`src/rtl/imm_encode.sv`:
```
// Immediate encoder: packs a signed immediate into instruction bits [31:7]
// for I/S/B/J formats behind a two-stage valid/ready pipeline, counting errors.
module imm_encode (
    input  logic        clk,
    input  logic        rst_n,
    input  logic        in_valid,
    output logic        in_ready,
    input  logic [31:0] in_imm,
    input  logic [1:0]  in_src,
    input  logic [24:0] in_base,
    output logic        out_valid,
    input  logic        out_ready,
    output logic [24:0] out_field,
    output logic        out_err,
    input  logic        err_clr,
    output logic [7:0]  err_count
);
    localparam logic [1:0] SRC_I = 2'b00;
    localparam logic [1:0] SRC_S = 2'b01;
    localparam logic [1:0] SRC_B = 2'b10;
    localparam logic [1:0] SRC_J = 2'b11;

    logic [24:0] pack_field;
    logic        pack_err;
    logic        fits_12;
    logic        fits_13;
    logic        fits_21;

    logic        s1_valid;
    logic [24:0] s1_field;
    logic        s1_err;

    logic        in_fire;
    logic        out_fire;
    logic        s2_load;

    // An immediate fits n bits when everything above bit n-2 is a copy of the sign.
    assign fits_12 = (&in_imm[31:11]) | ~(|in_imm[31:11]);
    assign fits_13 = (&in_imm[31:12]) | ~(|in_imm[31:12]);
    assign fits_21 = (&in_imm[31:20]) | ~(|in_imm[31:20]);

    always_comb begin
        pack_field = in_base;
        pack_err   = 1'b0;
        case (in_src)
            SRC_I: begin
                pack_field[24:13] = in_imm[11:0];
                pack_err          = ~fits_12;
            end
            SRC_S: begin
                pack_field[24:18] = in_imm[11:5];
                pack_field[4:0]   = in_imm[4:0];
                pack_err          = ~fits_12;
            end
            SRC_B: begin
                pack_field[24]    = in_imm[12];
                pack_field[23:18] = in_imm[10:5];
                pack_field[4:1]   = in_imm[4:1];
                pack_field[0]     = in_imm[11];
                pack_err          = ~fits_13 | in_imm[0];
            end
            SRC_J: begin
                pack_field[24]    = in_imm[20];
                pack_field[23:14] = in_imm[10:1];
                pack_field[13]    = in_imm[11];
                pack_field[12:5]  = in_imm[19:12];
                pack_err          = ~fits_21 | in_imm[0];
            end
            default: begin
                pack_field = in_base;
                pack_err   = 1'b0;
            end
        endcase
    end

    assign s2_load  = ~out_valid | out_ready;
    assign in_ready = ~s1_valid | ~out_valid | out_ready;
    assign in_fire  = in_valid & in_ready;
    assign out_fire = out_valid & out_ready;

    always_ff @(posedge clk or negedge rst_n) begin
        if (!rst_n) begin
            s1_valid <= 1'b0;
            s1_field <= '0;
            s1_err   <= 1'b0;
        end else if (in_fire) begin
            s1_valid <= 1'b1;
            s1_field <= pack_field;
            s1_err   <= pack_err;
        end else if (s2_load) begin
            s1_valid <= 1'b0;
        end
    end

    // Payload only moves with a real item so a drained stage keeps its last value.
    always_ff @(posedge clk or negedge rst_n) begin
        if (!rst_n) begin
            out_valid <= 1'b0;
            out_field <= '0;
            out_err   <= 1'b0;
        end else if (s2_load) begin
            out_valid <= s1_valid;
            if (s1_valid) begin
                out_field <= s1_field;
                out_err   <= s1_err;
            end
        end
    end

    always_ff @(posedge clk or negedge rst_n) begin
        if (!rst_n) begin
            err_count <= '0;
        end else if (err_clr) begin
            err_count <= '0;
        end else if (out_fire && out_err && (err_count != 8'hFF)) begin
            err_count <= err_count + 8'd1;
        end
    end

endmodule

```
`config.mk`:
```
export PLATFORM = sky130hd
export DESIGN_NAME = imm_encode
export DESIGN_NICKNAME = d
export VERILOG_FILES = /design/src/rtl/imm_encode.sv
export SDC_FILE = /design/constraint.sdc
export NUM_CORES = 1
export LEC_CHECK = 0
export ABC_AREA = 1
export ABC_CLOCK_PERIOD_IN_PS = 2950
export CAP_MARGIN = 20
export CORE_UTILIZATION = 45
export CTS_BUF_LIST = sky130_fd_sc_hd__clkbuf_16
export DETAILED_ROUTE_END_ITERATION = 8
export PLACE_DENSITY = 0.86
export SLEW_MARGIN = 10
export SYNTH_ARGS = -nofsm -noshare
export SYNTH_HDL_FRONTEND = slang
export SYNTH_SLANG_ARGS = --single-unit
```
`constraint.sdc`:
```
create_clock -name clk -period 2.95 [get_ports clk]
set_input_delay 0.295 -clock clk [delete_from_list [all_inputs] [get_ports clk]]
set_output_delay 0.295 -clock clk [all_outputs]
set_load 0.03 [all_outputs]
```
==> flow_metrics.tcl <==
set metrics [dict create \
    status "finished clean" \
    dieHeight_um 83.3 \
    grt-ovfl-total 0 \
    drt_wl_total_mm 6.86 \
    startpoint_type "input pin" \
    synth_edf_count 0 \
    cts_buffers 9 \
    crit_start "out_ready" \
    cp_max_fo 3 \
    grt_pass1_vias 2635 \
    cp-end-kind "output port" \
    crit_type "input pin to output port" \
    yosysSeqAreaShare_pct 52.2 \
    cp_slowest_cell "clkdlybuf4s50_1" \
    max_cap_violations 0 \
    ctsResizeCount 0 \
    slew-limit-headroom_pct 54.6 \
    cts_buffer_depth 2 \
    io_buffers 92 \
    worst_r2r_endpoint "s1_field[7]" \
    finalNonFillerCells 525 \
    drt_first_pass_iters 4 \
    clkTransAtPathRegs_ns 0.05 \
    finalCriticalPeriod_ns 2.08 \
    synth_top_area_share_pct 52.2 \
    fmax_ghz 0.481 \
    ir_worst_vdd_mv 0.376 \
    power.leakage_nw 1.93 \
    post_cts_buffers 0 \
    place_congestion 0.834 \
    fill_cells 479 \
    htree_num_levels 3 \
    synth_warnings 0 \
    drive_gt1_share_pct 8.93 \
    grt_max_degree 48 \
    ys_top_cells_by_area "dfrtp_1 52%, nand2_1 9.5%, inv_1 5.8%" \
    antenna_found_initial 0 \
    fin_nets 513 \
    dpl.cell_count 508 \
    drt-wirelength-per-cell_um 13.1 \
    grt_pass1_wl_mm 11.6 \
    power_frac_seq_pct 38.4 \
    synthTopCellsByCount "75 x nand2_1, 62 x dfrtp_1, 46 x inv_1, 38 x nor2_1, 27 x o21ai_0" \
    rows 29 \
    period_share_pct 70.4 \
    r2r_start "out_valid" \
    reg2reg_depth 6 \
    drt_iter0_drc 120 \
    cpPeakStageDelay_ns 0.61 \
    p_int_mw 1.98 \
    fp.dieW_um 83.3 \
    power-per-cell-area_nw_per_um2 657 \
    cts_tree "built" \
    critPathCapture "in_ready" \
    setup_violations 0 \
    syn_inst 346 \
    postSynthAreaPerCell_sq_um 8.60 \
    synth_nets 415 \
    via_per_inst 5.07 \
    ctsRootBufferMaster "clkbuf_16" \
    multi_input_area_sq_um 1190 \
    combPwrFrac_pct 27.0 \
    cp.arrival_ns 1.78 \
    grt.total_usage_pct 21.1 \
    synth-seq-cells 62 \
    cp_cell_sequence "clkdlybuf4s50_1, inv_1, nand2_1, nor2_1, inv_1, clkdlybuf4s50_1" \
    maxSlewViolCount 0 \
    clockPowerShare_pct 34.5 \
    worstPathRequired_ns 2.65 \
    rrSetupSlack_ns 1.25 \
    ant_nets 0 \
    hold_path.class "input pin to asynchronous set/reset pin" \
    diodes 0 \
    dieArea_sq_um 6940 \
    vias 2664 \
    yosysMostFrequentCell "nand2_1" \
    drc 0 \
    areaGrowthSynthToFinish_pct 43.8 \
    synthArstFlopShare_pct 100 \
    initial_utilization_pct 46.8 \
    skew_ns 0.00440 \
    power_switching_uw 834 \
    synth_area_leader_cell "dfrtp_1" \
    finalHoldViolCount 0 \
    hpwl_mm 5.11 \
    core-area_sq_um 6350 \
    max_slew.worst_pin.slew_ns 0.679 \
    clk-insertion-delay-late_ns 0.32 \
    tns_ns 0 \
    synthesis.area_sq_um 2970 \
    rsz0062_at_grt "false" \
    synthFlopType "dfrtp_1" \
    switching_share_pct 29.7 \
    cts.sinks 62 \
    seq_area_sq_um 1550 \
    synth_cell_types 30 \
    pin_count 100 \
]
-- flip-flops by register name, indices dropped and copies added, names as in the netlist --
| name | cells |
|---|---|
| err_count | 8 |
| out_field | 25 |
| s1_field | 25 |
| s1_err | 1 |
| s1_valid | 1 |
| out_err | 1 |
| out_valid | 1 |
-- critical path: cells and delay by family --
family	cells	cell delay, ns
buf+inv	4	1.19
simple gates	2	0.31
-- through the flow --
stage	hold slack, ns	worst slack (ns)	util [%]	area (sq um)	total power, mW
after floorplan	-0.000591	1.32	-	2970	1.49
after global placement	0.458	0.720	62.5	3970	1.83
after detailed placement	0.464	0.654	62.5	3970	1.85
after CTS	0.193	0.855	66.9	4250	2.83
after global routing	0.391	0.737	67.4	4280	2.94
final	0.379	0.873	67.4	4280	2.81
-- routing by layer --
metal | routed length, um | global-route usage, % | up-vias
met5 | 0 | 0 | -
met4 | 109 | 9.09 | 0
met3 | 419 | 5.86 | 12
met2 | 3480 | 36.3 | 88
met1 | 2850 | 24.7 | 1248
li1 | - | - | 1316
-- final cells by class --
type	count	share of cell area [%]
Multi-Input combinational cell	224	27.8
Timing Repair Buffer	98	22.8
Sequential cell	62	36.3
Tap cell	77	2.25
Clock inverter	6	1.26
Inverter	49	4.30
Clock buffer	9	5.26
-- power by group through the flow --
| stage | combinational (mW) | sequential (mW) | clock, mW |
|---|---|---|---|
| after floorplan | 0.228 | 1.26 | 0 |
| after global placement | 0.740 | 1.09 | 0 |
| after detailed placement | 0.757 | 1.09 | 0 |
| after CTS | 0.762 | 1.08 | 0.989 |
| after global routing | 0.814 | 1.10 | 1.03 |
| final | 0.760 | 1.08 | 0.970 |
-- worst min-delay path by stage --
stage / depth (start not counted) / from / to / slack (ns)
2_1_floorplan: 0 / rst_n / err_count[0] / -0.0006
3_3_place_gp: 2 / s1_valid / out_valid / 0.46
3_5_place_dp: 2 / s1_valid / out_valid / 0.46
4_1_cts: 1 / rst_n / out_field[23] / 0.19
5_1_grt: 2 / rst_n / s1_field[20] / 0.39
6_report: 2 / rst_n / out_field[22] / 0.38
-- placed cells by master, fill, tap and decap left out, drive strengths merged --
cell	instances
a21oi	6
a221oi	1
a31oi	14
and2	1
buf	6
bufinv	1
clkbuf	9
clkdlybuf4s50	91
clkinv	5
clkinvlp	1
dfrtp	62
dlygate4sd3	1
ha	5
inv	48
mux2	13
nand2	77
nand3	22
nor2	41
nor3	2
nor3b	1
o211ai	4
o21a	1
o21ai	30
o221ai	1
o22ai	3
o31ai	1
xnor2	1
-- kinds of logic (layout without fill, tap and decap cells) --
group	count (synthesis)	after routing	synth area share (%)
AOI/OAI and AO/OA	61	61	12.4
muxes	13	13	4.92
buffers and inverters	60	162	7.95
adders and majority gates	5	5	2.10
and+or+nand+nor	144	144	20.2
xor gates and xnor gates	1	1	0.295
DFF	62	62	52.2
-- timing repair --
item | in CTS | in global routing
hold buffers | 0 | 1
hold endpoints to repair | 0 | 9
endpoints found under the setup margin | 0 | 0
(Power assumes the default switching activity.)
